[config.mk]
export PLATFORM = sky130hd
export DESIGN_NAME = pc_fetch
export DESIGN_NICKNAME = d
export VERILOG_FILES = /design/src/rtl/picomips_pkg.sv /design/src/rtl/edge_det.sv /design/src/rtl/pc_fetch.sv
export SDC_FILE = /design/constraint.sdc
export NUM_CORES = 1
export LEC_CHECK = 0
export BUFFER_PORTS_ARGS = -buffer_cell sky130_fd_sc_hd__buf_2
export CORE_MARGIN = 2
export CORE_UTILIZATION = 30
export DETAILED_ROUTE_END_ITERATION = 10
export SYNTH_ARGS = -nofsm -noshare
export SYNTH_HDL_FRONTEND = slang
export SYNTH_HIERARCHICAL = 1
export SYNTH_SLANG_ARGS = --single-unit
[constraint.sdc]
create_clock -name clk -period 3.8 [get_ports clk]
set_input_delay 0.76 -clock clk [delete_from_list [all_inputs] [get_ports clk]]
set_output_delay 0.76 -clock clk [all_outputs]
set_load 0.005 [all_outputs]
[src/rtl/picomips_pkg.sv]
// Shared types and default sizes for the picoMIPS instruction fetch front end.
package picomips_pkg;

  localparam int PSIZE_DEF = 4;
  localparam int ISIZE_DEF = 20;

  typedef enum logic [1:0] {
    ST_RUN  = 2'd0,
    ST_WAIT = 2'd1,
    ST_HALT = 2'd2
  } fetch_state_e;

endpackage

[src/rtl/edge_det.sv]
// Rising-edge detector for an already-synchronised level input.
module edge_det (
  input  logic clk,
  input  logic reset,
  input  logic d,
  output logic rise
);

  logic d_q;
  logic d_d;

  always_comb begin
    d_d = d;
  end

  always_ff @(posedge clk) begin
    if (reset) begin
      d_q <= 1'b0;
    end else begin
      d_q <= d_d;
    end
  end

  assign rise = d & ~d_q;

endmodule

[src/rtl/pc_fetch.sv]
// Program counter and instruction register with branch, wait-for-go and halt control.
module pc_fetch
  import picomips_pkg::*;
#(
  parameter int Psize = PSIZE_DEF,
  parameter int Isize = ISIZE_DEF
) (
  input  logic             clk,
  input  logic             reset,
  input  logic [Isize-1:0] I,
  output logic [Psize-1:0] address,
  output logic [Isize-1:0] ir,
  output logic [Psize-1:0] ir_pc,
  output logic             ir_valid,
  input  logic             stall,
  input  logic             branch_en,
  input  logic             branch_abs,
  input  logic [Psize-1:0] branch_off,
  input  logic             wait_req,
  input  logic             go,
  input  logic             halt_req,
  output logic             halted,
  output logic             wrap
);

  fetch_state_e     state_q, state_d;
  logic [Psize-1:0] address_q, address_d;
  logic [Isize-1:0] ir_q, ir_d;
  logic [Psize-1:0] ir_pc_q, ir_pc_d;
  logic             ir_valid_q, ir_valid_d;
  logic             wrap_q, wrap_d;

  logic                    go_rise;
  logic signed [Psize-1:0] rel_target;
  logic [Psize-1:0]        br_target;

  edge_det u_go_edge (
    .clk  (clk),
    .reset(reset),
    .d    (go),
    .rise (go_rise)
  );

  // Relative targets are signed offsets from the branching instruction, wrapping in Psize bits.
  always_comb begin
    rel_target = $signed(ir_pc_q) + $signed(branch_off);
    br_target  = branch_abs ? branch_off : $unsigned(rel_target);
  end

  always_comb begin
    state_d    = state_q;
    address_d  = address_q;
    ir_d       = ir_q;
    ir_pc_d    = ir_pc_q;
    ir_valid_d = ir_valid_q;
    wrap_d     = 1'b0;
    unique case (state_q)
      ST_RUN: begin
        if (ir_valid_q && halt_req) begin
          state_d    = ST_HALT;
          ir_valid_d = 1'b0;
        end else if (stall) begin
          state_d = ST_RUN;
        end else if (ir_valid_q && branch_en) begin
          // Drop the fall-through fetch; the target is fetched next cycle.
          address_d  = br_target;
          ir_valid_d = 1'b0;
        end else if (ir_valid_q && wait_req) begin
          state_d = ST_WAIT;
        end else begin
          address_d  = address_q + Psize'(1);
          ir_d       = I;
          ir_pc_d    = address_q;
          ir_valid_d = 1'b1;
          wrap_d     = (address_q == '1);
        end
      end
      ST_WAIT: begin
        // Retire the waiting instruction; fetch resumes at the held address.
        if (go_rise) begin
          state_d    = ST_RUN;
          ir_valid_d = 1'b0;
        end
      end
      ST_HALT: begin
        state_d = ST_HALT;
      end
      default: begin
        state_d = ST_RUN;
      end
    endcase
  end

  always_ff @(posedge clk) begin
    if (reset) begin
      state_q    <= ST_RUN;
      address_q  <= '0;
      ir_q       <= '0;
      ir_pc_q    <= '0;
      ir_valid_q <= 1'b0;
      wrap_q     <= 1'b0;
    end else begin
      state_q    <= state_d;
      address_q  <= address_d;
      ir_q       <= ir_d;
      ir_pc_q    <= ir_pc_d;
      ir_valid_q <= ir_valid_d;
      wrap_q     <= wrap_d;
    end
  end

  assign address  = address_q;
  assign ir       = ir_q;
  assign ir_pc    = ir_pc_q;
  assign ir_valid = ir_valid_q;
  assign halted   = (state_q == ST_HALT);
  assign wrap     = wrap_q;

endmodule
==> impl_results.md <==
* Kind of cell adding the most delay to the critical path: simple AND/OR/NAND/NOR gates
* Rows at 26
* Crit-path cells: buf_2 > a2111oi_4 > and3_1 > nand2_1 > a21oi_2
* Number of buffers inserted during clock tree synthesis at 5
* Number of buffers inserted by hold repair at cts at 0
* Startpoint of the worst-slack reg-to-reg timing path: ir_valid
* Antenna violation net count after detailed routing at 0
* Most frequently used flop master after synthesis: dfxtp_1
* Number of H-tree levels at 2
* Sinks on Clock Net at 33
* Result of the run: complete, no violations
* Worst hold-check path type: flip-flop to flip-flop
* Highest Signal Layer: met4
* Endpoint type of the worst setup path: flip-flop
* Period Utilization, post-route at 0.593
* Slew Limit Headroom at 0.430
* Master cell of the clock root buffer: clkbuf_8
* Number of diodes added for antenna fixing at 0
* Data required time at the worst endpoint at 4.02 ns
* Cell Area, Placed at 1890 um2
* Number of global-route vias before repair at 1264
* Number of flops mapped to enable cells by yosys at 0
* Total nets after synthesis at approximately 220
* Final clock skew at 0.00430 ns
* Arrival time at the worst endpoint at 2.47 ns
* Number of violations of the max-capacitance limit at 0
* CP Buf/Inv Count at 1
* Final critical path time including I/O delays and setup at 2.25 ns
* Worst-path fanout max at 24
* Register area share after synthesis at 0.427
* Area growth from synthesis to layout at 28.5%
* Buffer depth of the longest clock path at 2
* Worst hold slack at 0.451 ns
* Yosys cell types at slightly above 40
* Share of Yosys cell area claimed by the top area cell type at 0.427
* Largest vdd supply drop at just over 0.2 mV
* Total die area at around 5700 um2
* Commonest cells in the synthesized netlist: nand2_1, dfxtp_1, a21oi_1, nor2_1
* Top post-synthesis cells by area: dfxtp_1, nand2_1, a21oi_1
* PD cells at 412 nW/um2
* Met2 wire length at 1630 um
* Global placer's final weighted congestion at 0.803
* CP Class: input pin to flip-flop
* Total leakage power at 0.892 nW
* Synthesized area per cell at 8.37 um2
* Global-route wire length before repair at 5630 um
* Fmax achieved at 0.444 GHz
* Startpoint types: input pin
* Worst Slack Setup Final at 1.55 ns
* Most common cell in the netlist: nand2_1
* HPWL after detailed placement at 2590 um
* Final Setup Violations at 0
* Share of layout cells above drive strength 1 at 0.327
* Number of ports placed on the die boundary at 63
* Remaining design rule violation count at 0
* Global route total overflow at 0
* Fill count at 551
* Hold Violations, Final at 0
* Setup Fix Bufs, Post-CTS at 0
* Total of flip-flops plus latches after synthesis at 33
* Clock-pin slew on the worst setup and hold paths at 0.07 ns
* Critical Path Max Stage Delay at 0.80 ns
* Post-layout total power at 0.821 mW
* Yosys synthesis warning count at 6
* Instance count of the mapped netlist at between 150 and 200
* Start point of the worst min-delay path: ir[0]
* Initial antenna violation count at 0
* Port Buffers at 62
* Starting utilization of the core area at 0.307
* Crit-path slowest cell: and3_1
* Area of combinational cells with multiple inputs at roughly 810 um2
* Total negative setup slack at 0 ns
* Number of vias per cell after detailed routing at ~4.7
* Worst Max-Slew Pin Slew at 0.856 ns
* Via count of the routed design at between 1000 and 1500
* Slack of the worst reg-to-reg path at 1.78 ns
* Average routed wire per standard cell at around 12 um
* Area taken by flip-flops and latches at 661 um2
* Number of pins with negative max-slew slack in the final report at 0
* Startpoint of the worst setup timing path: halt_req
* Post-route met1 wirelength at between 1500 and 2000 um
* Setup repair after global routing missed its margin: no
* Post-synthesis instance area at 1550 um2
* Die Width at roughly 76 um
* Met3 Wirelength at 290 um
* Post-route design area at 1990 um2
* Post-cts repair resize count at 0
* Clock tree from TritonCTS: done
* Pre-CTS setup slack at 1.22 ns
* Height of the chip at 75.8 um
* Clock Latency Late Sink at 0.28 ns
* Detailed Route WL at 3710 um
* Library cell with the largest summed area after synthesis: dfxtp_1
* Number of nets in the finished design at around 280
* Largest net degree at the start of global routing at 35
* Share of flip-flops with an asynchronous set or reset at 0
* Overall Global Routing Usage at 0.129
* Number of DRC markers after the initial detailed-route iteration at 33
* Std-Cell Core Area at 5040 um2
* TritonRoute pass-1 iters at 4
==> routing by layer <==
metal | global-route usage | up-vias
met1 | 0.165 | 675
met5 | 0 | -
li1 | - | 755
met4 | 0.0429 | 0
met3 | 0.0569 | 5
met2 | 0.193 | 43
==> worst min-delay path, delay by kind of cell (launching register included) <==
kind	cells	cell delay, ns
flip-flops	1	0.31
AO/OA/AOI/OAI	1	0.05
AND/OR/NAND/NOR	1	0.05
==> cell usage in the layout (no fill, tap or decap), drive strengths merged, types with 2 or more instances in the layout <==
| cell type | count |
|---|---|
| nor3b | 3 |
| a2111oi | 2 |
| o21ai | 5 |
| a21oi | 29 |
| mux2i | 3 |
| ha | 4 |
| and3 | 3 |
| nor2b | 3 |
| nand2 | 54 |
| nor2 | 7 |
| buf | 62 |
| clkbuf | 7 |
| nand3 | 2 |
| inv | 6 |
| nor3 | 2 |
| dfxtp | 33 |
==> area by class of cell <==
| type | count | area share |
|---|---|---|
| multi-input cells | 136 | 0.406 |
| flip-flops and latches | 33 | 0.332 |
| repair buffers | 62 | 0.156 |
| clock buffers | 7 | 0.0484 |
| well taps | 70 | 0.0440 |
| inverters | 6 | 0.0113 |
| clock inverters | 1 | 0.00252 |
==> registers in the layout, summed over array words and instances (netlist names) <==
signal         cells
wrap               1
ir_valid           1
ir_pc              4
state_q            2
address            4
ir                20
u_go_edge/d_q      1
==> cell families after synthesis <==
group                    count (synthesis)  synth area share
adder cells (fa/ha/maj)                  5            0.0453
AO/OA/AOI/OAI                           46             0.203
buffers and inverters                   16            0.0517
multiplexers                             3            0.0194
AND/OR/NAND/NOR                         81             0.248
XOR/XNOR                                 1           0.00566
flip-flops                              33             0.427
==> stage by stage <==
stage,instances,util
after floorplan,185,-
after global placement,307,0.374
after detailed placement,307,0.374
after CTS,315,0.395
after global routing,315,0.395
final,315,0.395
==> report_power, final <==
group	switching [mW]	internal, mW	total (mW)
Sequential	0.0182	0.370	0.388
Clock	0.130	0.164	0.293
Combinational	0.0792	0.0595	0.139
==> path summary, 6_finish.rpt <==
kind         cells after the start  endpoint
max                              5  ir_pc[1]
min                              2     ir[0]
max reg2reg                      4  ir_pc[1]
min reg2reg                      2     ir[0]
Note: power is estimated with default switching activity, not from simulation.
